## config.mk

```make
export PLATFORM = sky130hd
export DESIGN_NAME = fifo_4bit_bus_flat
export DESIGN_NICKNAME = d
export VERILOG_FILES = /design/src/rtl/fifo_4bit_bus_if.sv /design/src/rtl/fifo_4bit_bus.sv /design/src/flat_wrapper.sv
export SDC_FILE = /design/constraint.sdc
export NUM_CORES = 1
export LEC_CHECK = 0
export CAP_MARGIN = 10
export CORE_ASPECT_RATIO = 1.4
export CORE_MARGIN = 1
export CORE_UTILIZATION = 59
export DETAILED_ROUTE_END_ITERATION = 8
export PLACE_DENSITY = 0.86
export SYNTH_ARGS = -nofsm -noshare
export SYNTH_HDL_FRONTEND = slang
export SYNTH_SLANG_ARGS = --single-unit
```

## constraint.sdc

```tcl
create_clock -name clk -period 3.1 [get_ports clk]
set_input_delay 0.465 -clock clk [delete_from_list [all_inputs] [get_ports clk]]
set_output_delay 0.465 -clock clk [all_outputs]
set_load 0.02 [all_outputs]
```

## src/rtl/fifo_4bit_bus_if.sv

```systemverilog
// fifo_4bit_bus_if: handshake bundle between a producer/consumer and the
// fifo_4bit_bus buffer.
//   wr_en, wr_data      : write request and word (producer -> FIFO)
//   rd_en               : read request (consumer -> FIFO)
//   clr_err             : synchronous clear of the sticky error flags
//   rd_data, rd_valid   : registered read word and its one-cycle valid pulse
//   full, empty, count  : occupancy status
//   overflow, underflow : sticky error flags
// The master modport is the user side; the slave modport is the FIFO side.
interface fifo_4bit_bus_if #(
  parameter int WIDTH = 4,
  parameter int DEPTH = 8
) ();
  localparam int CW = $clog2(DEPTH) + 1;

  logic             wr_en;
  logic [WIDTH-1:0] wr_data;
  logic             rd_en;
  logic             clr_err;
  logic [WIDTH-1:0] rd_data;
  logic             rd_valid;
  logic             full;
  logic             empty;
  logic [CW-1:0]    count;
  logic             overflow;
  logic             underflow;

  modport master (
    output wr_en, wr_data, rd_en, clr_err,
    input  rd_data, rd_valid, full, empty, count, overflow, underflow
  );

  modport slave (
    input  wr_en, wr_data, rd_en, clr_err,
    output rd_data, rd_valid, full, empty, count, overflow, underflow
  );
endinterface

```

## src/rtl/fifo_4bit_bus.sv

```systemverilog
// fifo_4bit_bus: synchronous FIFO for narrow data words with a registered,
// one-cycle-latency read, occupancy count and sticky error flags.
// Ports:
//   clk   : single clock, all state changes on the rising edge
//   reset : asynchronous active-high reset, clears all state immediately
//   bus   : fifo_4bit_bus_if slave modport (requests in, data/status out)
// DEPTH must be a power of two between 2 and 64 so that the pointers wrap
// modulo DEPTH simply by overflowing their natural width.
module fifo_4bit_bus #(
  parameter int WIDTH = 4,
  parameter int DEPTH = 8
) (
  input  logic           clk,
  input  logic           reset,
  fifo_4bit_bus_if.slave bus
);
  localparam int AW = $clog2(DEPTH);
  localparam int CW = AW + 1;
  localparam logic [CW-1:0] COUNT_FULL = CW'(DEPTH);

  logic [WIDTH-1:0] mem [DEPTH];
  logic [AW-1:0]    wp;
  logic [AW-1:0]    rp;
  logic [CW-1:0]    count_q;
  logic [WIDTH-1:0] rd_data_q;
  logic             rd_valid_q;
  logic             overflow_q;
  logic             underflow_q;

  logic full_c;
  logic empty_c;
  logic rd_acc;
  logic wr_acc;
  logic ovf_set;
  logic udf_set;

  // Status comes straight from the registered count, so an asynchronous
  // reset shows empty immediately rather than at the next edge.
  assign empty_c = (count_q == '0);
  assign full_c  = (count_q == COUNT_FULL);

  // A read frees a slot in the same cycle, so a write to a full FIFO is
  // still accepted when paired with a read. No fall-through when empty.
  assign rd_acc = bus.rd_en && !empty_c;
  assign wr_acc = bus.wr_en && (!full_c || rd_acc);

  assign ovf_set = bus.wr_en && full_c && !bus.rd_en;
  assign udf_set = bus.rd_en && empty_c;

  // Storage is deliberately not reset; contents are don't-care until written.
  always_ff @(posedge clk) begin
    if (wr_acc) begin
      mem[wp] <= bus.wr_data;
    end
  end

  always_ff @(posedge clk or posedge reset) begin
    if (reset) begin
      wp <= '0;
      rp <= '0;
    end else begin
      if (wr_acc) wp <= wp + 1'b1;
      if (rd_acc) rp <= rp + 1'b1;
    end
  end

  always_ff @(posedge clk or posedge reset) begin
    if (reset) begin
      count_q <= '0;
    end else begin
      unique case ({wr_acc, rd_acc})
        2'b10:   count_q <= count_q + 1'b1;
        2'b01:   count_q <= count_q - 1'b1;
        default: count_q <= count_q;
      endcase
    end
  end

  // rd_data holds its last value whenever no read is accepted.
  always_ff @(posedge clk or posedge reset) begin
    if (reset) begin
      rd_data_q  <= '0;
      rd_valid_q <= 1'b0;
    end else begin
      rd_valid_q <= rd_acc;
      if (rd_acc) rd_data_q <= mem[rp];
    end
  end

  // A new error in the same cycle as clr_err takes priority over the clear.
  always_ff @(posedge clk or posedge reset) begin
    if (reset) begin
      overflow_q  <= 1'b0;
      underflow_q <= 1'b0;
    end else begin
      if (ovf_set)          overflow_q <= 1'b1;
      else if (bus.clr_err) overflow_q <= 1'b0;

      if (udf_set)          underflow_q <= 1'b1;
      else if (bus.clr_err) underflow_q <= 1'b0;
    end
  end

  assign bus.rd_data   = rd_data_q;
  assign bus.rd_valid  = rd_valid_q;
  assign bus.full      = full_c;
  assign bus.empty     = empty_c;
  assign bus.count     = count_q;
  assign bus.overflow  = overflow_q;
  assign bus.underflow = underflow_q;
endmodule

```

## src/flat_wrapper.sv

```systemverilog
// flat-port wrapper written by rule: the top's interface ports become plain ports
module fifo_4bit_bus_flat 
#(
  parameter int WIDTH = 4,
  parameter int DEPTH = 8
)
  (clk, reset, bus_wr_en, bus_wr_data, bus_rd_en, bus_clr_err, bus_rd_data, bus_rd_valid, bus_full, bus_empty, bus_count, bus_overflow, bus_underflow);
  fifo_4bit_bus_if #(.WIDTH(WIDTH), .DEPTH(DEPTH)) bus_i ();
  input  logic clk;
  input  logic reset;
  input wire logic [$bits(bus_i.wr_en)-1:0] bus_wr_en;
  input wire logic [$bits(bus_i.wr_data)-1:0] bus_wr_data;
  input wire logic [$bits(bus_i.rd_en)-1:0] bus_rd_en;
  input wire logic [$bits(bus_i.clr_err)-1:0] bus_clr_err;
  output wire logic [$bits(bus_i.rd_data)-1:0] bus_rd_data;
  output wire logic [$bits(bus_i.rd_valid)-1:0] bus_rd_valid;
  output wire logic [$bits(bus_i.full)-1:0] bus_full;
  output wire logic [$bits(bus_i.empty)-1:0] bus_empty;
  output wire logic [$bits(bus_i.count)-1:0] bus_count;
  output wire logic [$bits(bus_i.overflow)-1:0] bus_overflow;
  output wire logic [$bits(bus_i.underflow)-1:0] bus_underflow;
  assign bus_i.wr_en = bus_wr_en;
  assign bus_i.wr_data = bus_wr_data;
  assign bus_i.rd_en = bus_rd_en;
  assign bus_i.clr_err = bus_clr_err;
  assign bus_rd_data = bus_i.rd_data;
  assign bus_rd_valid = bus_i.rd_valid;
  assign bus_full = bus_i.full;
  assign bus_empty = bus_i.empty;
  assign bus_count = bus_i.count;
  assign bus_overflow = bus_i.overflow;
  assign bus_underflow = bus_i.underflow;
  fifo_4bit_bus #(.WIDTH(WIDTH), .DEPTH(DEPTH)) u_core (.clk(clk), .reset(reset), .bus(bus_i));
endmodule
```

# Word level (Yosys, flattened, before mapping)

Memories as Yosys holds them, arrays and structs flattened. A register that Yosys moved wholly into a read port is not among the register bits.
Cells that the tools add are included.

Add/subtract/negate cells: 4
Equal/unequal tests: 3
Mux-type cells: 6
Reduce and logical (&&, ||, !) cells: 13

Operators with widths:

| kind                  | number |
|---|---|
| $pmux W4 S2           | 1 |
| $add A3 B1 Y3 const B | 2 |
| $reduce_bool A2 Y1    | 3 |
| $logic_and A1 B1 Y1   | 5 |
| $mux W1               | 5 |
| $add A4 B1 Y4 const B | 1 |
| $eq A4 B4 Y1 const B  | 1 |
| $logic_not A4 Y1      | 1 |
| $sub A4 B1 Y4 const B | 1 |
| $logic_not A1 Y1      | 3 |
| $eq A2 B1 Y1 const B  | 1 |
| $eq A2 B2 Y1 const B  | 1 |
| $logic_or A1 B1 Y1    | 1 |

Register bits: 13
RAM bits: 32
Output and inout bits: 13
Memories kept: 1

Memory list:

| memory     | words | width | rd ports | clocked after Yosys merged registers in | write ports | RTL line            | source |
|---|---|---|---|---|---|---|---|
| u_core.mem | 8     | 4     | 1        | 1                                       | 1           | fifo_4bit_bus.sv:21 | `logic [WIDTH-1:0] mem [DEPTH];` |

# Logic depth before layout (Yosys ltp)

Gate-level depths: netlist of run 1.

Depth in word-level cells: 7
Gate-level depth with buffers: 8
Gate-level depth less buffers: 7

# Worst setup path before layout of run 1

Ideal clock, no wire load.

Kind: register to register
Start: reg u_core.count_q[3] (netlist: u_core.bus.count[3])
End: reg u_core.count_q[2] (netlist: u_core.bus.count[2])
Setup time: 0.087 ns
Arrival time: 1.977 ns
Slack: 1.036 ns
Stages on the path, launching flop included: 9
Path buffers: 1
Cell sequence: dfrtp_1 -> buf_2 -> nor3_1 -> nor3_1 -> a21o_1 -> ha_1 -> nor2_1 -> or4b_2 -> o211ai_1

Cells in the longest elaborated chain, start to end: 7
Elaborated cells on any way between the ends: 11
Those cells by class: 3 x eq/ne; 1 x mux; 7 x reduce/logical

RTL lines:

| element                                           | RTL line            | source |
|---|---|---|
| from (decl)                                       | fifo_4bit_bus.sv:24 | `logic [CW-1:0] count_q;` |
| from (signal assigned)                            | fifo_4bit_bus.sv:72 | `2'b10: count_q <= count_q + 1'b1;` |
| from (signal assigned)                            | fifo_4bit_bus.sv:73 | `2'b01: count_q <= count_q - 1'b1;` |
| from (signal assigned)                            | fifo_4bit_bus.sv:74 | `default: count_q <= count_q;` |
| $logic_not A4 Y1                                  | fifo_4bit_bus.sv:39 | `assign empty_c = (count_q == '0);` |
| $logic_not A1 Y1                                  | fifo_4bit_bus.sv:44 | `assign rd_acc = bus.rd_en && !empty_c;` |
| $logic_and A1 B1 Y1                               | fifo_4bit_bus.sv:44 |  |
| $logic_or A1 B1 Y1                                | fifo_4bit_bus.sv:45 | `assign wr_acc = bus.wr_en && (!full_c \|\| rd_acc);` |
| $logic_and A1 B1 Y1                               | fifo_4bit_bus.sv:45 |  |
| $eq A2 B1 Y1 or $eq A2 B2 Y1 (tied branches)      | fifo_4bit_bus.sv:71 | `unique case ({wr_acc, rd_acc})` |
| $pmux W4 S2 or $reduce_bool A2 Y1 (tied branches) | n/a                 |  |

Parallel ways exist; a longest one is shown, timed or not.
A chain may end at the register's enable or synchronous reset.

# Worst setup path in the final report of run 1

Start: reg u_core.count_q[1] (netlist: u_core.bus.count[1])
End: out bus_empty

Cells in the longest elaborated chain, start to end: 1

RTL lines:

| element          | RTL line            | source |
|---|---|---|
| $logic_not A4 Y1 | fifo_4bit_bus.sv:39 |  |
| to (decl)        | flat_wrapper.sv:18  | `output wire logic [$bits(bus_i.empty)-1:0] bus_empty;` |

Every way passes these cells.

==> results.json, run 1 <==
{
  "timing.rr.start": "u_core.bus.count[2]",
  "max_stage_delay_ns": 0.70,
  "ctsHoldBuffers": 0,
  "gp_congestion": 0.771,
  "power.internal_w": 0.00140,
  "area.growth.synth_to_final_pct": 12.5,
  "ant_nets": 0,
  "tightest_slew_ns": 0.902,
  "crit_required_ns": 2.63,
  "muxShareOfSynthArea": 0.126,
  "finish.instance_area_mm2": 0.00252,
  "die-area_mm2": 0.00405,
  "grt_pass1_vias": 1296,
  "portBuffers": 21,
  "clk_pin_slew_worst_paths_ns": 0.08,
  "synth-edff-count": 32,
  "diodes": 0,
  "layout_min_cycle_time_ns": 2.53,
  "cp-endpoint": "bus_empty",
  "yosys.area.top_type": "edfxtp_1",
  "ctsResizeCount": 0,
  "path_depth": 2,
  "critical_path.top_delay_family": "buffers and inverters",
  "r2r_end": "u_core.bus.count[2]",
  "synth_cell_types": 41,
  "synth_seq_cells": 49,
  "numCtsBuffers": 5,
  "synth_top_cells_by_count": "edfxtp_1, dfrtp_1, mux2i_1",
  "synth-adder-area-share": 0.0168,
  "power.combinational.fraction": 0.335,
  "r2r_cells": 7,
  "drt-total-wl_um": 3780,
  "clockRootBuffer": "clkbuf_8",
  "synth_compound_area_frac": 0.0956,
  "drv_cap": 0,
  "htree_levels": 2,
  "drive_gt1_frac": 0.131,
  "crit_slowest_cell": "clkdlybuf4s50_1",
  "synth-async-reset-ratio": 0.347,
  "status": "completed",
  "reg2reg_slack_ns": 0.93,
  "die_w_um": 54.0,
  "rows": 26,
  "place_area_mm2": 0.00243,
  "via_per_inst": 6.03,
  "final-setup-viol-count": 0,
  "die_y_um": 74.9,
  "fin_nets": 187,
  "synth_most_common_cell": "edfxtp_1",
  "critPathArrivalTime_ns": 2.07,
  "p_switching_w": 0.000738,
  "firstDrtPassIters": 4,
  "p_sw_frac": 0.345,
  "synth_area_leaders": "edfxtp_1, dfrtp_1, mux2i_1",
  "hpwl_um": 2720,
  "critPathBufInv": 1,
  "num-fill-cells": 262,
  "skew_ns": 0.00505,
  "worstSetupEndpointType": "primary output",
  "holdWs_ns": 0.489,
  "critPathLaunchType": "flip-flop",
  "yosysWarnings": 0,
  "synth_top_cell_area_share": 0.430,
  "clock-sinks": 49,
  "antenna_found_initial": 0,
  "initial_utilization": 0.614,
  "synth-seq-area-share": 0.620,
  "final_max_slew_viol_count": 0,
  "synth_area_per_cell_um2": 14.3,
  "dr.first_iter.drc_count": 46,
  "drc": 0,
  "clk_latency_ns": 0.30,
  "ys.flop_type": "edfxtp_1",
  "grt_max_degree": 19,
  "fmax_mhz": 395,
  "path_max_fanout": 12,
  "power_leakage_nw": 0.953,
  "grt_pass1_wl_um": 6010,
  "dp_slack_ns": 0.606,
  "power_frac_seq": 0.501,
  "relSlewSlack": 0.398,
  "finalHoldViolations": 0,
  "tns_ns": 0,
  "hp-class": "flip-flop to flip-flop",
  "syn_inst": 156,
  "cts_tree": "done",
  "fin_crit_sh": 0.817,
  "synth_xor_area_frac": 0.0157,
  "io_pins": 22,
  "grt-ovfl-total": 0,
  "p_per_area_mw_per_mm2": 851,
  "critical_path.startpoint": "u_core.bus.count[1]",
  "synth.cell_area_mm2": 0.00224,
  "vdd_drop_max_uv": 582,
  "core_mm2": 0.00364,
  "layout_setup_ws_ns": 0.568,
  "power.share.clock": 0.164,
  "synth_top_family_by_area": "multiplexers",
  "routed-via-count": 1315,
  "critical_path_class": "flip-flop to primary output",
  "syn_nets": 168,
  "postCtsSetupBuffers": 0,
  "routedWlPerCell_um": 17.4,
  "critical_path.cell_chain": "nor4_1, clkdlybuf4s50_1",
  "grt_use_total": 0.223,
  "synthSimpleGateAreaFrac": 0.0761,
  "rsz0062_at_grt": "false",
  "clockBufferDepth": 2
}
==> layout by cell type, fill, tap and decap left out, types with 4 or more instances in the layout <==
cell type | Yosys | final
clkbuf_8 | 0 | 5
o211ai_1 | 4 | 4
nand2_1 | 7 | 7
nor2_1 | 9 | 9
mux2i_1 | 17 | 17
inv_1 | 8 | 8
mux4_2 | 4 | 4
o21ai_0 | 4 | 4
clkdlybuf4s50_1 | 0 | 21
nand2b_1 | 5 | 5
edfxtp_1 | 32 | 32
dfrtp_1 | 17 | 17
o21ai_2 | 4 | 4
nor3_1 | 4 | 4
==> state kept, by name (all words and copies together) (netlist names) <==
name,flops
u_core.bus.rd_valid,1
u_core.bus.underflow,1
u_core.mem,32
u_core.bus.overflow,1
u_core.bus.count,4
u_core.bus.rd_data,4
u_core.rp,3
u_core.wp,3
==> worst min path at each step <==
stage                                from  slack [ns]  depth (start not counted)                    end
global route        u_core.bus.rd_data[0]        0.53                          2  u_core.bus.rd_data[0]
global placement    u_core.bus.rd_data[0]        0.47                          2  u_core.bus.rd_data[0]
floorplan                           reset        0.39                          1    u_core.bus.count[0]
CTS                 u_core.bus.rd_data[2]        0.49                          2  u_core.bus.rd_data[2]
detailed placement  u_core.bus.rd_data[2]        0.48                          2  u_core.bus.rd_data[2]
finish              u_core.bus.rd_data[2]        0.49                          2  u_core.bus.rd_data[2]
==> layer usage <==
metal | global-route usage | wire [µm]
met1 | 0.233 | 1390
met2 | 0.396 | 2120
met3 | 0.0566 | 146
met4 | 0.125 | 127
met5 | 0 | 0
==> power groups by stage <==
stage | clock network (W) | logic (W) | registers [W]
after floorplan | 0 | 0.000610 | 0.00101
after global placement | 0 | 0.000686 | 0.00107
after detailed placement | 0 | 0.000720 | 0.00109
after CTS | 0.000354 | 0.000724 | 0.00107
after global routing | 0.000372 | 0.000780 | 0.00110
final | 0.000352 | 0.000716 | 0.00107
==> cell families (layout without fill, tap and decap cells) <==
group / after synthesis / after routing
buffers and inverters: 19 / 39
AO/OA/AOI/OAI: 26 / 26
multiplexers: 23 / 23
AND/OR/NAND/NOR: 32 / 32
XOR/XNOR: 4 / 4
flip-flops: 49 / 49
adder cells (fa/ha/maj): 3 / 3
==> tightest hold or removal path, stage by stage (launching register included) <==
cell,delay (ns)
dfrtp_1,0.35
nand2_1,0.06
o21ai_2,0.05
==> through the flow <==
stage                     std cells  utilization  total power [W]
after global routing            218        0.691          0.00225
after global placement          210        0.668          0.00176
after floorplan                 156            -          0.00162
after CTS                       218        0.691          0.00215
after detailed placement        210        0.668          0.00181
final                           218        0.691          0.00214
==> layout make-up <==
type / instances / area [µm²] / share of cell area
clock buffers: 6 / 72.6 / 0.0288
well taps: 42 / 52.6 / 0.0209
multi-input cells: 88 / 739 / 0.294
inverters: 8 / 30.0 / 0.0119
repair buffers: 23 / 225 / 0.0895
flip-flops and latches: 49 / 1390 / 0.551
clock inverters: 2 / 10.0 / 0.00398
No activity file was read; power rests on OpenSTA's default activity.
==> run 2, diff against run 1 <==
--- a/config.mk
+++ b/config.mk
@@ -8,9 +8,9 @@
 export CAP_MARGIN = 10
 export CORE_ASPECT_RATIO = 1.4
 export CORE_MARGIN = 1
-export CORE_UTILIZATION = 59
+export CORE_UTILIZATION = 50
 export DETAILED_ROUTE_END_ITERATION = 8
-export PLACE_DENSITY = 0.86
+export PLACE_DENSITY = 0.78
 export SYNTH_ARGS = -nofsm -noshare
 export SYNTH_HDL_FRONTEND = slang
 export SYNTH_SLANG_ARGS = --single-unit
==> constraint.sdc (replaced) <==
create_clock -name clk -period 2.28 [get_ports clk]
set_input_delay 0.342 -clock clk [delete_from_list [all_inputs] [get_ports clk]]
set_output_delay 0.342 -clock clk [all_outputs]
set_load 0.02 [all_outputs]
==> results.json, run 2 (synthesized netlist as in run 1, its figures left out) <==
{
  "grt_pass1_vias": 1389,
  "clockBufferDepth": 2,
  "skew_ns": 0.00949,
  "portBuffers": 21,
  "die-area_mm2": 0.00475,
  "die_w_um": 58.5,
  "path_max_fanout": 6,
  "power.combinational.fraction": 0.363,
  "numCtsBuffers": 5,
  "r2r_cells": 7,
  "postLayoutCoreUtil": 0.609,
  "power_frac_seq": 0.471,
  "critical_path_class": "flip-flop to primary output",
  "rsz0062_at_grt": "false",
  "cts_tree": "done",
  "timing.rr.start": "u_core.bus.count[3]",
  "ctsHoldBuffers": 0,
  "ant_nets": 0,
  "hpwl_um": 2970,
  "worstSetupEndpointType": "primary output",
  "area.growth.synth_to_final_pct": 16.4,
  "drv_cap": 0,
  "crit_required_ns": 1.94,
  "firstDrtPassIters": 6,
  "grt_use_total": 0.190,
  "num-fill-cells": 351,
  "routedWlPerCell_um": 16.2,
  "layout_commonest_cell": "edfxtp_1",
  "drc": 0,
  "clk_pin_slew_worst_paths_ns": 0.09,
  "vdd_drop_max_uv": 624,
  "htree_levels": 2,
  "postCtsSetupBuffers": 0,
  "drt-total-wl_um": 3930,
  "antenna_found_initial": 0,
  "finalHoldViolations": 0,
  "p_per_area_mw_per_mm2": 1150,
  "power_leakage_nw": 0.986,
  "status": "completed",
  "grt-ovfl-total": 0,
  "clockRootBuffer": "clkbuf_8",
  "relSlewSlack": 0.391,
  "tightest_slew_ns": 0.914,
  "hp-class": "input pin to asynchronous set/reset pin",
  "power.internal_w": 0.00195,
  "layout_min_cycle_time_ns": 2.22,
  "power.share.clock": 0.166,
  "final_max_slew_viol_count": 0,
  "fin_crit_sh": 0.974,
  "critical_path.startpoint": "u_core.bus.count[3]",
  "clk_latency_ns": 0.30,
  "reg2reg_slack_ns": 0.20,
  "rows": 28,
  "final-setup-viol-count": 0,
  "grt_pass1_wl_um": 6410,
  "final_cell_mix": "edfxtp_1, clkdlybuf4s50_1, mux2i_1, dfrtp_1",
  "critPathArrivalTime_ns": 1.88,
  "clock-sinks": 49,
  "p_switching_w": 0.00104,
  "routed-via-count": 1321,
  "critPathLaunchType": "flip-flop",
  "p_sw_frac": 0.348,
  "cp-endpoint": "bus_empty",
  "via_per_inst": 5.44,
  "io_pins": 22,
  "dr.first_iter.drc_count": 32,
  "gp_congestion": 0.759,
  "diodes": 0,
  "die_y_um": 81.1,
  "top_register": "u_core.mem",
  "drive_gt1_frac": 0.175,
  "holdWs_ns": 0.444,
  "r2r_end": "u_core.bus.count[2]",
  "initial_utilization": 0.523,
  "grt_max_degree": 19,
  "core_mm2": 0.00427,
  "fin_nets": 194,
  "largest_reg_flops": 32,
  "fmax_mhz": 450
}
==> run 2: power groups by stage <==
stage / Clock [W] / Combinational (W) / Sequential, W
floorplan: 0 / 0.000830 / 0.00137
global placement: 0 / 0.00104 / 0.00140
detailed placement: 0 / 0.00109 / 0.00143
CTS: 0.000505 / 0.00110 / 0.00141
global route: 0.000535 / 0.00119 / 0.00144
finish: 0.000497 / 0.00109 / 0.00141
==> run 2: worst max-delay path, stage by stage (launching register included) <==
cell and delay (ns):
dfrtp_1 0.46, nor4_2 0.43, clkdlybuf4s50_1 0.68
==> run 2: per-layer routing <==
metal / up-vias / global-route usage / part of all wire
met5: - / 0 / 0
met4: 0 / 0.0714 / 0.013
met3: 6 / 0.0350 / 0.021
met2: 18 / 0.385 / 0.60
met1: 661 / 0.181 / 0.37
li1: 636 / - / -
==> run 2: how the worst min path moves through the flow <==
stage	cells past startpoint	endpoint	start
detailed placement	2	u_core.bus.rd_data[2]	u_core.bus.rd_data[2]
finish	2	u_core.rp[2]	reset
CTS	2	u_core.bus.rd_data[1]	reset
floorplan	1	u_core.bus.count[0]	reset
global route	2	u_core.rp[2]	reset
global placement	2	u_core.bus.rd_data[1]	u_core.bus.rd_data[1]
==> run 2: area by class of cell <==
type	count	area, µm²	share of cell area
inverters	8	30.0	0.0115
multi-input cells	88	746	0.286
clock buffers	5	68.8	0.0264
flip-flops and latches	49	1390	0.532
well taps	60	75.1	0.0288
clock inverters	3	22.5	0.00865
repair buffers	30	277	0.106
==> run 2: stage by stage <==
step                setup WS (ns)  power, W  TNS [ns]  std cells  cell area, µm²
finish                     0.0583   0.00299         0        243            2610
global route               0.0108   0.00316         0        243            2610
CTS                        0.0803   0.00302         0        243            2610
detailed placement        -0.0369   0.00252   -0.0369        235            2510
global placement           0.0821   0.00244         0        235            2510
floorplan                   0.216   0.00220         0        156            2240
==> run 2: what timing repair did <==
item,CTS,global route
endpoints found under the setup margin,2,0
endpoints found under the hold margin,0,0
resized for setup,2,0
